===== src/rtl/kp_pkg.sv =====
`default_nettype none
//==============================================================================
// Module      : kp_pkg
// Description : Shared types and the 4x4 keypad decode function for the key
//               debouncer (key code, FSM state encoding, row/column decode).
// Revision    : 1.0 - initial release
//==============================================================================
package kp_pkg;

   typedef logic [3:0] key_code_t;

   typedef enum logic [1:0] {
      IDLE     = 2'd0,
      DEBOUNCE = 2'd1,
      PRESSED  = 2'd2,
      RELEASE  = 2'd3
   } kd_state_t;

   typedef struct packed {
      logic      hit;
      key_code_t code;
   } key_decode_t;

   // A hit needs exactly one row low and exactly one column low; the case
   // defaults reject "none low" and "several low" alike.
   function automatic key_decode_t decode_key(input logic [3:0] kpr,
                                              input logic [3:0] kpc);
      key_decode_t res;
      logic [1:0]  row;
      logic [1:0]  col;
      logic        row_ok;
      logic        col_ok;
      row    = 2'd0;
      col    = 2'd0;
      row_ok = 1'b1;
      col_ok = 1'b1;
      case (kpr)
         4'b0111: row = 2'd0;
         4'b1011: row = 2'd1;
         4'b1101: row = 2'd2;
         4'b1110: row = 2'd3;
         default: row_ok = 1'b0;
      endcase
      case (kpc)
         4'b0111: col = 2'd0;
         4'b1011: col = 2'd1;
         4'b1101: col = 2'd2;
         4'b1110: col = 2'd3;
         default: col_ok = 1'b0;
      endcase
      res.hit = row_ok & col_ok;
      case ({row, col})
         4'b00_00: res.code = 4'h1;
         4'b00_01: res.code = 4'h2;
         4'b00_10: res.code = 4'h3;
         4'b00_11: res.code = 4'hA;
         4'b01_00: res.code = 4'h4;
         4'b01_01: res.code = 4'h5;
         4'b01_10: res.code = 4'h6;
         4'b01_11: res.code = 4'hB;
         4'b10_00: res.code = 4'h7;
         4'b10_01: res.code = 4'h8;
         4'b10_10: res.code = 4'h9;
         4'b10_11: res.code = 4'hC;
         4'b11_00: res.code = 4'hE;   // '*'
         4'b11_01: res.code = 4'h0;
         4'b11_10: res.code = 4'hF;   // '#'
         default:  res.code = 4'hD;
      endcase
      return res;
   endfunction

endpackage
`default_nettype wire


===== src/rtl/kp_sync.sv =====
`default_nettype none
//==============================================================================
// Module      : kp_sync
// Description : W-bit two-flop synchronizer / delay line with a parameterised
//               reset value.
// Revision    : 1.0 - initial release
//==============================================================================
module kp_sync #(
   parameter int           W       = 4,
   parameter logic [W-1:0] RST_VAL = '1
) (
   input  logic         clk,
   input  logic         reset_n,
   input  logic [W-1:0] d,
   output logic [W-1:0] q
);

   logic [W-1:0] r_meta;
   logic [W-1:0] r_sync;

   // Two back-to-back flops; both load the idle pattern on reset.
   always_ff @(posedge clk or negedge reset_n) begin
      if (!reset_n) begin
         r_meta <= RST_VAL;
         r_sync <= RST_VAL;
      end else begin
         r_meta <= d;
         r_sync <= r_meta;
      end
   end

   assign q = r_sync;

endmodule
`default_nettype wire


===== src/rtl/keydebounce.sv =====
`default_nettype none
//==============================================================================
// Module      : keydebounce
// Description : Decodes one pressed key of a 4x4 keypad from row/column
//               signals, debounces press and release, and emits a one-cycle
//               strobe per accepted press plus a held-valid level.
// Revision    : 1.0 - initial release
//==============================================================================
module keydebounce
   import kp_pkg::*;
#(
   parameter int DEBOUNCE_CYCLES = 50000
) (
   input  logic       clk,
   input  logic       reset_n,
   input  logic [3:0] kpr,
   input  logic [3:0] kpc,
   output logic [3:0] key,
   output logic       key_valid,
   output logic       key_stb
);

   localparam int              CNT_W  = $clog2(DEBOUNCE_CYCLES + 1);
   localparam logic [CNT_W-1:0] c_last = CNT_W'(DEBOUNCE_CYCLES - 1);
   localparam logic [CNT_W-1:0] c_one  = CNT_W'(1);

   logic [3:0]       w_kpr_s;
   logic [3:0]       w_kpc_d;
   key_decode_t      w_dec;

   kd_state_t        r_state;
   kd_state_t        w_state_nxt;
   logic [CNT_W-1:0] r_count;
   logic [CNT_W-1:0] w_count_nxt;
   key_code_t        r_cand;
   key_code_t        w_cand_nxt;
   key_code_t        r_key;
   key_code_t        w_key_nxt;
   logic             r_stb;
   logic             w_stb_nxt;

   // Rows are asynchronous pins; columns come from the sequencer and are
   // delayed by the same two stages so each synced row pairs with its column.
   kp_sync #(.W(4), .RST_VAL(4'b1111)) u_kpr_sync (
      .clk     (clk),
      .reset_n (reset_n),
      .d       (kpr),
      .q       (w_kpr_s)
   );

   kp_sync #(.W(4), .RST_VAL(4'b0111)) u_kpc_delay (
      .clk     (clk),
      .reset_n (reset_n),
      .d       (kpc),
      .q       (w_kpc_d)
   );

   assign w_dec = decode_key(w_kpr_s, w_kpc_d);

   // State register: FSM state, debounce counter, candidate, accepted key, strobe.
   always_ff @(posedge clk or negedge reset_n) begin
      if (!reset_n) begin
         r_state <= IDLE;
         r_count <= '0;
         r_cand  <= 4'h0;
         r_key   <= 4'h0;
         r_stb   <= 1'b0;
      end else begin
         r_state <= w_state_nxt;
         r_count <= w_count_nxt;
         r_cand  <= w_cand_nxt;
         r_key   <= w_key_nxt;
         r_stb   <= w_stb_nxt;
      end
   end

   // Next-state logic: a code must be seen DEBOUNCE_CYCLES samples in a row to
   // be accepted, and absent for DEBOUNCE_CYCLES samples to be released.
   always_comb begin
      w_state_nxt = r_state;
      w_count_nxt = r_count;
      w_cand_nxt  = r_cand;
      w_key_nxt   = r_key;
      w_stb_nxt   = 1'b0;
      case (r_state)
         IDLE: begin
            if (w_dec.hit) begin
               w_state_nxt = DEBOUNCE;
               w_cand_nxt  = w_dec.code;
               w_count_nxt = c_one;
            end
         end
         DEBOUNCE: begin
            if (w_dec.hit && (w_dec.code == r_cand)) begin
               if (r_count == c_last) begin
                  w_state_nxt = PRESSED;
                  w_key_nxt   = r_cand;
                  w_stb_nxt   = 1'b1;
                  w_count_nxt = '0;
               end else begin
                  w_count_nxt = r_count + c_one;
               end
            end else begin
               w_state_nxt = IDLE;
               w_count_nxt = '0;
            end
         end
         PRESSED: begin
            if (!(w_dec.hit && (w_dec.code == r_key))) begin
               w_state_nxt = RELEASE;
               w_count_nxt = c_one;
            end
         end
         RELEASE: begin
            if (w_dec.hit && (w_dec.code == r_key)) begin
               // Key came back before release settled: no new strobe.
               w_state_nxt = PRESSED;
               w_count_nxt = '0;
            end else if (w_dec.hit) begin
               // A different key must wait for a clean release first.
               w_count_nxt = '0;
            end else if (r_count == c_last) begin
               w_state_nxt = IDLE;
               w_count_nxt = '0;
            end else begin
               w_count_nxt = r_count + c_one;
            end
         end
         default: begin
            w_state_nxt = IDLE;
            w_count_nxt = '0;
         end
      endcase
   end

   // Outputs are direct decodes of registered state.
   always_comb begin
      key       = r_key;
      key_stb   = r_stb;
      key_valid = (r_state == PRESSED) || (r_state == RELEASE);
   end

endmodule
`default_nettype wire


===== config.mk =====
export PLATFORM = sky130hd
export DESIGN_NAME = keydebounce
export DESIGN_NICKNAME = d
export VERILOG_FILES = /design/src/rtl/kp_pkg.sv /design/src/rtl/kp_sync.sv /design/src/rtl/keydebounce.sv
export SDC_FILE = /design/constraint.sdc
export NUM_CORES = 1
export LEC_CHECK = 0
export CORE_MARGIN = 2
export CORE_UTILIZATION = 46
export CTS_CLUSTER_DIAMETER = 60
export DETAILED_ROUTE_END_ITERATION = 6
export PLACE_DENSITY = 0.67
export SKIP_CTS_REPAIR_TIMING = 1
export SKIP_LAST_GASP = 1
export SLEW_MARGIN = 20
export SYNTH_ARGS = -nofsm -noshare
export SYNTH_HDL_FRONTEND = slang
export SYNTH_SLANG_ARGS = --single-unit

===== constraint.sdc =====
create_clock -name clk -period 5.5 [get_ports clk]
set_input_delay 1.375 -clock clk [delete_from_list [all_inputs] [get_ports clk]]
set_output_delay 1.375 -clock clk [all_outputs]
set_load 0.005 [all_outputs]

==> results of run 1 <==
==> synthesized netlist by cell type (all sizes together) (6+ instances only) <==
cell / instances / share of area, %
a21oi: 7 / 1.4
and3: 9 / 2.3
buf: 6 / 1.3
clkbuf: 8 / 1.2
dfrtp: 29 / 29
dfstp: 14 / 15
ha: 6 / 3.0
inv: 23 / 3.5
nand2: 12 / 1.8
nand3: 10 / 2.0
nor2: 7 / 1.1
nor3: 9 / 1.8
o2111ai: 6 / 2.1
o211ai: 7 / 2.1
o21ai: 14 / 2.8
o221ai: 8 / 2.8
xor2: 6 / 2.1
==> how the worst max path moves through the flow <==
stage / start / endpoint / slack (ps)
after global routing: u_kpc_delay.q[2] / key[0] / 1520
final: u_kpc_delay.q[2] / key[0] / 1760
after detailed placement: u_kpc_delay.q[2] / key[0] / 1780
after floorplan: u_kpc_delay.q[2] / key[0] / 2170
after CTS: u_kpc_delay.q[0] / key[0] / 1770
after global placement: u_kpc_delay.q[2] / key[3] / 1810
==> placed cells by master (no fill, tap or decap), types with 3 or more instances in the layout <==
master / count
nand3_1: 10
mux2_2: 5
nor3_1: 9
o2111ai_1: 6
a21oi_1: 7
nand4_1: 4
clkdlybuf4s50_1: 14
xor2_1: 6
a22oi_1: 4
ha_1: 6
and4b_1: 3
nand2_1: 12
o211ai_1: 7
nor2_1: 6
and3_1: 9
a31oi_1: 5
and2_1: 3
inv_1: 23
o21ai_0: 13
clkbuf_8: 5
nor4bb_1: 3
o221ai_1: 8
dfstp_2: 14
nand4b_1: 3
xnor2_1: 5
dfrtp_1: 29
==> logic make-up after synthesis <==
family | count (synthesis) | synth area share, %
AND/OR/NAND/NOR | 76 | 17.89
AO/OA/AOI/OAI | 72 | 22.55
flip-flops | 43 | 44.30
buffers and inverters | 37 | 6.031
XOR/XNOR | 11 | 3.903
adder cells (fa/ha/maj) | 6 | 3.041
multiplexers | 5 | 2.281
==> cell type report <==
class | instances | area (sq um)
fill | 489 | 2396
multi-input combinational | 170 | 1229
sequential | 43 | 1094
timing repair buffer | 16 | 152.6
tap | 70 | 87.58
inverter | 23 | 86.33
clock buffer | 5 | 68.82
clock inverter | 3 | 26.28
==> report_power, final <==
part           internal [uW]  leakage, uW  switching (uW)  total (uW)
Sequential               337     0.000539            19.5         357
Combinational           32.1     0.000500            42.6        74.8
Clock                   93.4    0.0000491             116         209
==> layer usage <==
layer	track usage [%]	vias to the layer above
met5	0	-
met4	7.143	0
met3	4.471	2
met2	26.43	61
met1	26.04	909
li1	-	954
==> state kept, by name, summed over array words and instances (netlist names) <==
name                count
r_count                16
key                     4
r_cand                  4
u_kpc_delay.q           4
u_kpc_delay.r_meta      4
u_kpr_sync.q            4
u_kpr_sync.r_meta       4
r_state                 2
key_stb                 1
==> worst reg2reg max path: stages (launching register included) <==
cell and delay [ps]:
dfstp_2 580, nand2_1 70, or2_1 290, ha_1 220, nor4bb_1 500, o31ai_4 160
xnor2_1 140, or4_1 540, a2111oi_4 330, buf_4 310, nand2_1 190, mux2_2 310
==> metrics by stage <==
stage          setup slack, ps  power [uW]  utilization, %  cells
2_1_floorplan             2167       411.4               -    250
3_3_place_gp              1806       436.3           51.48    322
3_5_place_dp              1781       437.8           51.48    322
4_1_cts                   1766       650.7           53.34    330
5_1_grt                   1515       679.4           53.38    330
6_report                  1764       640.8           53.38    330
==> summary.txt, run 1 <==
Status
  – Outcome: complete, no violations

Timing
  – Min Hold Slack: ~360 ps
  – Final setup viols: 0
  – Fmax: around 270 MHz
  – RSZ-0062 raised after global routing: no
  – Setup TNS: 0 ps
  – Slew margin rel.: a little under two fifths
  – Final period util: 67.93%
  – Slew Viols, Final: 0
  – Crit path time final: 3736 ps
  – Worst-Margin Slew: about 940 ps
  – Final hold violations: 0
  – Clock Skew: 4.469 ps

Power
  – Power Density: about 230 nW/um^2
  – Worst vdd ir: 0.1355 mV
  – Leakage Power: ~0.0011 uW

Synthesis
  – Post-synth EDFFs: 0
  – Synth unique cells: 53
  – Yosys warns: 0
  – Seq/Total Area, Yosys: 44.30%
  – #FFs+latches synth: between 40 and 50
  – Mapped Nets: ~270
  – Async S/R FF share, synth: between 90% and 100%
  – Avg Cell Area, Syn: between 9 and 10 sq um
  – Mapped cell area: between 2000 and 2500 sq um
  – Post-Synthesis Cells: between 200 and 300
  – Synth Flop Type: dfrtp_1

Clock network
  – Clk slew on worst S/H paths: approximately 90 ps
  – CTS Root Cell: clkbuf_8
  – Later-pin clock latency in the skew report: between 200 and 300 ps
  – CTS tree: done
  – H-tree depth: 2
  – CTS Buf Count: 5
  – Clock sink count: between 40 and 50
  – CTS Buffer Depth: 2

Route
  – DR pass1 iterations: 4
  – DR vias: around 1.9k
  – Met2 wire length: around 2300 um
  – Metal3 WL: between 200 and 300 um
  – DR iter-0 viols: between 100 and 150
  – Antenna Nets Post-Route: 0
  – Max Used Layer: met4
  – Met1 wire length: 2432 um
  – DR DRC count: 0
  – DR WL/cell: 15.30 um
  – Post-DR vias/cell: about 6
  – DRT Wirelength: 5049 um

Critical path
  – Crit path depth: 11
  – Reg2Reg Depth: 11
  – WP buf/inv: 1
  – Element type at the critical path start: register
  – Critical setup path kind: register to register
  – Worst path cell trace: nand2_1 > or2_1 > ha_1 > nor4bb_1 > o31ai_4 > xnor2_1 > or4_1 > a2111oi_4 > buf_4 > nand2_1 > mux2_2
  – Most frequent CP cell: nand2_1
  – CP max FO: 22
  – Slowest CP cell: dfstp_2
  – FF-to-FF setup slack: ~1800 ps
  – Worst Path Arrival: 3920 ps
  – Worst Setup End Kind: register
  – FF-to-FF End: key[0]
  – Max incr delay on CP: approximately 580 ps
  – CP top delay family: simple AND/OR/NAND/NOR gates
  – Reg-to-reg startpoint: u_kpc_delay.q[2]
  – Worst Path Required: 5680 ps

Die
  – Die ar.: between 5000 and 6000 sq um
  – Ports: 16
  – Core ar.: 5140 sq um
  – Die height: 77.26 um
  – Initial Util: roughly half
  – Die X: roughly 77 um
  – Row Count: 26

Worst hold path
  – Hold Path End: u_kpc_delay.q[3]
  – Hold Crit Class: register to register
  – Hold path cells: 0
  – Min-delay src: u_kpc_delay.r_meta[3]

Placed design
  – IO buf count: 15
  – Hpwl dp: roughly 3500 um
  – GPL Wtd Cong: 0.8321
  – Area post-placement: 2646 sq um

Layout
  – Area added between synthesis and finish: 11.15%
  – Cell area after layout: 2744 sq um
  – Fin nets: approximately 280
  – Ant. Diodes: 0
  – Layout cell share with drive strength beyond 1: between 10 and 15%

GRT
  – Largest net degree at the start of global routing: 44
  – Grt total ovfl: 0
  – Initial antenna violation count: 0
  – Overall global routing resource usage: between 10% and 20%
  – Number of global-route vias before repair: around 1.9k
  – First-pass GRT wire length: about 8700 um

Flow run
  – Max-Cap Viols: 0
No activity file was read; power rests on OpenSTA's default activity.
==> inputs of run 2 (changes only) <==
--- a/config.mk
+++ b/config.mk
@@ -9,7 +9,7 @@
 export CORE_UTILIZATION = 46
 export CTS_CLUSTER_DIAMETER = 60
 export DETAILED_ROUTE_END_ITERATION = 6
-export PLACE_DENSITY = 0.67
+export PLACE_DENSITY = 0.69
 export SKIP_CTS_REPAIR_TIMING = 1
 export SKIP_LAST_GASP = 1
 export SLEW_MARGIN = 20
==> constraint.sdc (replaced) <==
create_clock -name clk -period 3.2 [get_ports clk]
set_input_delay 0.8 -clock clk [delete_from_list [all_inputs] [get_ports clk]]
set_output_delay 0.8 -clock clk [all_outputs]
set_load 0.005 [all_outputs]
==> summary.txt, run 2 (synthesized netlist as in run 1, its figures left out) <==
Timing
  – Final hold violations: 0
  – Final worst slack: -16.62 ps
  – Final period util: 100.5%
  – Final setup viols: 4
  – Slew Viols, Final: 0
  – Setup TNS: -46.83 ps
  – RSZ-0062 raised after global routing: yes
  – Crit path time final: 3217 ps
  – Worst-Margin Slew: roughly 940 ps
  – Clock Skew: 10.88 ps
  – Fmax: 310.9 MHz
  – Slew margin rel.: approximately 38%

Route
  – Antenna Nets Post-Route: 0
  – DR DRC count: 0
  – DR iter-0 viols: 125
  – Max Used Layer: met4
  – DR pass1 iterations: 4
  – Metal3 WL: ~250 um
  – Post-DR vias/cell: about 6
  – DR WL/cell: 15.57 um
  – Met1 wire length: approximately 2600 um
  – Met2 wire length: roughly 2500 um
  – DR vias: 2,023
  – DRT Wirelength: 5402 um

Clock network
  – CTS Buf Count: 5
  – Later-pin clock latency in the skew report: ~300 ps
  – CTS Buffer Depth: 2
  – Clock sink count: 43
  – H-tree depth: 2
  – CTS tree: done
  – Clk slew on worst S/H paths: 90 ps
  – CTS Root Cell: clkbuf_8

Die
  – Initial Util: 48.03%
  – Core ar.: slightly above 5000 sq um
  – Die X: 77.26 um
  – Row Count: 26
  – Die height: just under 80 um
  – Die ar.: between 5000 and 6000 sq um
  – Ports: 16

GRT
  – Grt total ovfl: 0
  – First-pass GRT wire length: about 9100 um
  – Initial antenna violation count: 0
  – Number of global-route vias before repair: 1,901
  – Overall global routing resource usage: about a fifth
  – Largest net degree at the start of global routing: between 40 and 50

Layout
  – Most frequent cells in the layout: dfrtp_1, inv_1, clkdlybuf4s50_1, buf_4, dfstp_2
  – Fillers: 449
  – Most flop-heavy register: r_count
  – Area of the multi-input gates: between 1000 and 1500 sq um
  – Ant. Diodes: 0
  – Area added between synthesis and finish: 23.11%
  – Cell area after layout: ~3000 sq um
  – Fin nets: ~290
  – Sequential Area: ~1100 sq um
  – Layout cell share with drive strength beyond 1: a little under a quarter
  – Commonest non-fill, non-tap cell in the layout: dfrtp_1
  – Max reg flops: 16

Placed design
  – GPL Wtd Cong: slightly below 0.9
  – IO buf count: 15
  – Area post-placement: around 2800 sq um
  – Place WS: -122.1 ps
  – Hpwl dp: ~3700 um

Critical path
  – CP max FO: 6
  – Max incr delay on CP: between 500 and 600 ps
  – Critical setup path kind: register to register
  – Worst Path Arrival: 3400 ps
  – FF-to-FF setup slack: -20 ps
  – Slowest CP cell: dfstp_2
  – Worst path cell trace: xnor2_2 > or2_4 > ha_4 > nor4bb_4 > o31ai_4 > xnor2_1 > or4_4 > a2111oi_4 > buf_6 > nand2_2 > mux2_2
  – Worst Setup End Kind: register
  – Element type at the critical path start: register
  – Worst Path Required: ~3400 ps

Power
  – Leakage Power: between 0.001 and 0.0015 uW
  – Tot Pwr: roughly 1200 uW
  – Power Density: 400.0 nW/um^2
  – Worst vdd ir: 0.2492 mV

Status
  – Outcome: finished, violations left
  – Failing checks: setup timing

Flow run
  – Max-Cap Viols: 0

Worst hold path
  – Hold Crit Class: register to register
==> run 2: final timing paths <==
check                                          start         endpoint  cells after the start
worst max-delay path                u_kpc_delay.q[0]           key[1]                     11
worst min-delay path            u_kpr_sync.r_meta[1]  u_kpr_sync.q[1]                      0
worst max register to register      u_kpc_delay.q[0]           key[1]                     11
worst min register to register  u_kpr_sync.r_meta[1]  u_kpr_sync.q[1]                      0
max in group asynchronous                    reset_n      r_count[11]                      1
min in group asynchronous                    reset_n        r_cand[3]                      1
==> run 2: report_power, final <==
group | total [uW] | internal, uW | switching (uW)
logic | 159 | 75.9 | 83.4
clock network | 442 | 253 | 190
registers | 614 | 580 | 34.4
total | 1220 | 908 | 307
==> run 2: critical path, delay by kind of cell (launching register included) <==
family / cells / cell delay (ps)
simple gates: 4 / 1160
flops: 1 / 590
compound gates: 2 / 420
mux: 1 / 290
fa+ha+maj: 1 / 230
xor+xnor: 2 / 220
buf+inv: 1 / 190
==> run 2: area by class of cell <==
cell class / count / share of cell area (%)
multi-input combinational: 170 / 44.13
clock inverter: 2 / 1.153
sequential: 43 / 35.98
inverter: 23 / 2.841
timing repair buffer: 33 / 10.29
tap: 70 / 2.882
clock buffer: 6 / 2.717
==> run 2: routing by layer <==
| layer | global-route usage [%] | vias up |
|---|---|---|
| met5 | 0 | - |
| met2 | 27.83 | 53 |
| met4 | 8.036 | 0 |
| met3 | 4.118 | 8 |
| li1 | - | 990 |
| met1 | 27.18 | 972 |
==> run 2: per-stage QoR <==
stage	std cells	util, %	hold WS, ps
floorplan	250	-	331.2
global placement	336	54.28	334.1
detailed placement	336	54.28	343.5
CTS	344	56.57	359.2
global route	347	59.13	364.0
finish	347	59.13	356.5
